$ cat src/rtl/uart_rx_frame_ctrl.sv
// uart_rx_frame_ctrl: pops the UART RX FIFO, parses SYNC/LEN/payload/CHK frames, streams payload and reports status
module uart_rx_frame_ctrl #(
  parameter int W = 8,
  parameter logic [W-1:0] SYNC = 'hA5,
  parameter int MAX_LEN = 16,
  parameter int TIMEOUT = 50000
) (
  input  logic         clk,
  input  logic         reset,
  input  logic         en,
  input  logic         rx_empty,
  input  logic [W-1:0] r_data,
  output logic         rd_uart,
  output logic [W-1:0] m_data,
  output logic         m_valid,
  output logic         m_last,
  input  logic         m_ready,
  output logic         frame_ok,
  output logic         frame_err,
  output logic [1:0]   err_code,
  output logic [7:0]   frame_cnt,
  output logic [7:0]   err_cnt
);
  localparam int TW = $clog2(TIMEOUT) < 1 ? 1 : $clog2(TIMEOUT);
  typedef enum logic [1:0] {HUNT, LEN, PAYLOAD, CHK} state_t;
  state_t state;
  logic [W-1:0] rem, chk;
  logic [TW-1:0] timer;
  logic bad_len, timeout;
  function automatic logic [7:0] sat(input logic [7:0] c);
    return c == 8'hFF ? c : c + 8'd1;
  endfunction
  always_comb begin
    m_valid = state == PAYLOAD && !rx_empty;
    m_data  = r_data;
    m_last  = state == PAYLOAD && rem == W'(1);
    rd_uart = !reset && !rx_empty && (state == HUNT ? en : state == PAYLOAD ? m_ready : 1'b1);
    bad_len = r_data == '0 || r_data > W'(MAX_LEN);
    timeout = state != HUNT && rx_empty && timer == TW'(TIMEOUT - 1);
  end
  always_ff @(posedge clk or posedge reset)
    if (reset) begin
      state     <= HUNT;
      frame_ok  <= 1'b0;
      frame_err <= 1'b0;
      err_code  <= '0;
      frame_cnt <= '0;
      err_cnt   <= '0;
      rem       <= '0;
      chk       <= '0;
      timer     <= '0;
    end else begin
      frame_ok  <= 1'b0;
      frame_err <= 1'b0;
      // every state change coincides with a pop or a timeout, so this also clears on state change
      timer <= (state == HUNT || rd_uart || timeout) ? '0 : rx_empty ? timer + 1'b1 : timer;
      if (timeout) begin
        state     <= HUNT;
        err_code  <= 2'd3;
        frame_err <= 1'b1;
        err_cnt   <= sat(err_cnt);
      end else if (rd_uart)
        case (state)
          HUNT: if (r_data == SYNC) state <= LEN;
          LEN:
            if (bad_len) begin
              state     <= HUNT;
              err_code  <= 2'd1;
              frame_err <= 1'b1;
              err_cnt   <= sat(err_cnt);
            end else begin
              rem   <= r_data;
              chk   <= r_data;
              state <= PAYLOAD;
            end
          PAYLOAD: begin
            chk <= chk ^ r_data;
            rem <= rem - 1'b1;
            if (rem == W'(1)) state <= CHK;
          end
          CHK: begin
            state <= HUNT;
            if (r_data == chk) begin
              frame_ok  <= 1'b1;
              frame_cnt <= sat(frame_cnt);
            end else begin
              err_code  <= 2'd2;
              frame_err <= 1'b1;
              err_cnt   <= sat(err_cnt);
            end
          end
          default: state <= HUNT;
        endcase
    end
endmodule

$ cat config.mk
export PLATFORM = sky130hd
export DESIGN_NAME = uart_rx_frame_ctrl
export DESIGN_NICKNAME = d
export VERILOG_FILES = /design/src/rtl/uart_rx_frame_ctrl.sv
export SDC_FILE = /design/constraint.sdc
export NUM_CORES = 1
export LEC_CHECK = 0
export CORE_MARGIN = 10
export CORE_UTILIZATION = 30
export DETAILED_ROUTE_END_ITERATION = 8
export PLACE_DENSITY = 0.45
export SLEW_MARGIN = 20
export SYNTH_ARGS = -nofsm -noshare
export SYNTH_HDL_FRONTEND = slang
export SYNTH_SLANG_ARGS = --single-unit
$ cat constraint.sdc
create_clock -name clk -period 2.6 [get_ports clk]
set_input_delay 0.39 -clock clk [delete_from_list [all_inputs] [get_ports clk]]
set_output_delay 0.39 -clock clk [all_outputs]
set_load 0.1 [all_outputs]
==> flow_metrics.py <==
metrics = {
    "run": {
        "cap_violations": 0,
    },
    "timing": {
        "final_hold_viol_count": 0,
        "final.setup.worst_slack_ns": 0.343,
        "max_freq_ghz": 0.443,
        "period_share_pct": 86.8,
        "rsz0062_at_grt": "no",
        "post-route-min-period_ns": 2.26,
        "slew_headroom_pct": 62.5,
        "drv_slew": 0,
        "tightest_slew_ns": 0.562,
        "setup_violations": 0,
        "finClkSkew_ns": 0.0101,
        "whs_ns": 0.471,
    },
    "finish": {
        "area_growth_pct": 31.2,
        "fillers": 980,
        "drive_gt1_share_pct": 21.5,
        "fin_nets": 394,
        "final_cells": 506,
        "layout_commonest_cell": "dfrtp_1",
        "final_core_utilization_pct": 40.7,
        "diodes": 0,
        "design_area_um2": 3780,
        "layout_common_cells": "54 x dfrtp_1, 50 x buf_4, 42 x nor2_1, 42 x nand2_1, 24 x a21oi_1",
    },
    "setup_path": {
        "end_kind": "register",
        "critPathArrivalTime_ns": 2.45,
        "cp-start-kind": "primary input",
        "cp.required_ns": 2.80,
        "crit_fanout": 6,
        "worstSetupPathType": "in -> reg",
    },
    "pwr": {
        "p_per_area_nw_per_um2": 490,
        "pwr-share-seq_pct": 47.3,
        "power.leakage_nw": 1.70,
        "pwr-share-comb_pct": 15.7,
        "power.net_switching_mw": 0.510,
        "p_sw_share_pct": 27.6,
        "power.share.clock_pct": 37.1,
        "p_int_mw": 1.34,
        "irDropWorstVdd_mv": 0.244,
    },
    "clock_tree": {
        "hold_buffers": 0,
        "clkSinkCount": 54,
        "cts-root-buf": "clkbuf_8",
        "postCtsSetupRepairBufs": 0,
        "post_cts_resized": 0,
        "clk_pin_slew_ns": 0.11,
        "htree_levels": 2,
        "cts_buffer_depth": 2,
        "cts_tree": "built",
        "clock_latency_ns": 0.31,
        "numCtsBuffers": 5,
    },
    "synthesis": {
        "yosysWarnings": 0,
        "syn_nets": 331,
        "async_reset_ff_share_pct": 100,
        "syn_avg_cell_area_um2": 9.21,
        "ys_seq_elements": 54,
        "synth_edf_count": 0,
        "synth_cell_types": 45,
        "synth_area_um2": 2880,
        "synth_ff_type": "dfrtp_1",
        "synthCells": 313,
        "ys_seq_area_share_pct": 46.9,
    },
    "detailed_routing": {
        "drt_wl_total_um": 7280,
        "drt_iter0_drc": 86,
        "vias": 2348,
        "maxUsedRoutingLayer": "met4",
        "wire_per_inst_um": 14.4,
        "dr.pass1.iters": 4,
        "drt_drc_violations_left": 0,
        "drtAntennaViolNets": 0,
        "via_per_inst": 4.64,
        "route.met2.wl_um": 3420,
        "drt-met1-wl_um": 3490,
        "route.met3.wl_um": 339,
    },
    "die": {
        "num_rows": 35,
        "initial_core_util_pct": 31.1,
        "core_um2": 9280,
        "die-area_um2": 13900,
        "die_height_um": 118,
        "io_pins": 44,
        "die_x_um": 118,
    },
    "min_path": {
        "worstHoldPathType": "in -> async",
    },
    "place": {
        "dp_slack_ns": -0.0284,
        "placed_area_um2": 3640,
        "dp_cells": 498,
        "dp_hpwl_um": 5520,
        "port_buffers": 43,
        "place_congestion": 0.786,
    },
    "global_route": {
        "antenna_found_initial": 0,
        "grt-ovfl-total": 0,
        "grt_pass1_wl_um": 12300,
        "grt_max_degree": 30,
        "globalRouteTotalUtil_pct": 10.5,
        "grt_pass1_vias": 2354,
    },
    "status": {
        "outcome": "completed",
    },
}
[metrics by stage]
stage | total power, mW | setup TNS, ns
after floorplan | 1.07 | 0
after global placement | 1.19 | -0.0521
after detailed placement | 1.19 | -0.0600
after CTS | 1.88 | 0
after global routing | 1.93 | 0
final | 1.85 | 0
[power by group through the flow]
stage,Clock [mW],Sequential (mW),Combinational (mW)
after CTS,0.707,0.876,0.296
after global placement,0,0.892,0.294
after floorplan,0,0.939,0.134
final,0.686,0.875,0.290
after detailed placement,0,0.892,0.295
after global routing,0.739,0.879,0.311
[sequential cells by signal, summed over array words and instances (netlist names)]
signal,count
frame_cnt,8
rem,8
chk,8
frame_ok,1
err_cnt,8
state,2
frame_err,1
timer,16
err_code,2
[worst max-delay path: stages]
cell and delay [ns]:
clkdlybuf4s50_1 0.50, or2_1 0.28, a221oi_2 0.32, nand3_2 0.20
a311oi_4 0.37, buf_4 0.20, nand2_1 0.06, xnor2_1 0.12
[final timing paths]
check                                start            to  slack (ns)  depth (start not counted)
max in group asynchronous            reset  frame_cnt[4]        1.82                          3
min in group clk                err_cnt[5]    err_cnt[5]        0.52                          1
worst max register to register      chk[0]  frame_cnt[3]        0.52                          7
worst min register to register  err_cnt[5]    err_cnt[5]        0.52                          1
worst max-delay path             r_data[2]  frame_cnt[3]        0.34                          8
worst min-delay path                 reset      timer[3]        0.47                          3
[kinds of logic (layout without fill, tap and decap cells)]
group | Yosys count | in the layout | share of synthesized area [%]
adders and majority gates | 5 | 5 | 2.17
and+or+nand+nor | 139 | 139 | 22.9
AOI/OAI and AO/OA | 55 | 55 | 12.3
buffers and inverters | 24 | 88 | 4.38
muxes | 4 | 4 | 1.65
xor gates and xnor gates | 32 | 32 | 9.72
DFF | 54 | 54 | 46.9
[cell type report]
cell class | instances | area (µm²) | area share [%]
clock buffers | 5 | 68.8 | 1.82
clock inverters | 3 | 68.8 | 1.82
inverters | 8 | 30.0 | 0.794
multi-input cells | 235 | 1410 | 37.2
flip-flops and latches | 54 | 1350 | 35.7
well taps | 129 | 161 | 4.27
repair buffers | 72 | 696 | 18.4
[cells in the mapped netlist, types with 2 or more instances]
cell type   n  area share, %
nor4_1      6            1.3
xnor2_1    11            3.3
buf_4       8            2.1
nand3_1    11            1.9
o21ai_0     9            1.6
o211ai_1    3           0.78
buf_2       5           0.87
clkbuf_1    3           0.39
dfrtp_1    54             47
nor2_1     42            5.5
or2_1       2           0.43
xor2_1     21            6.4
o22ai_1    10            2.2
and2_1      2           0.43
nor3_1      7            1.2
nand2b_1    2           0.43
and3_1      7            1.5
a21oi_1    24            4.2
mux2_2      2           0.78
nand2_1    42            5.5
inv_1       7           0.91
ha_1        5            2.2
nand4_1     8            1.7
[routing by layer]
metal / up-vias / track usage (%)
met4: 0 / 2.32
met1: 1113 / 13.8
met3: 2 / 2.59
met2: 39 / 16.9
li1: 1194 / -
met5: - / 0
No activity file was read; power rests on OpenSTA's default activity.
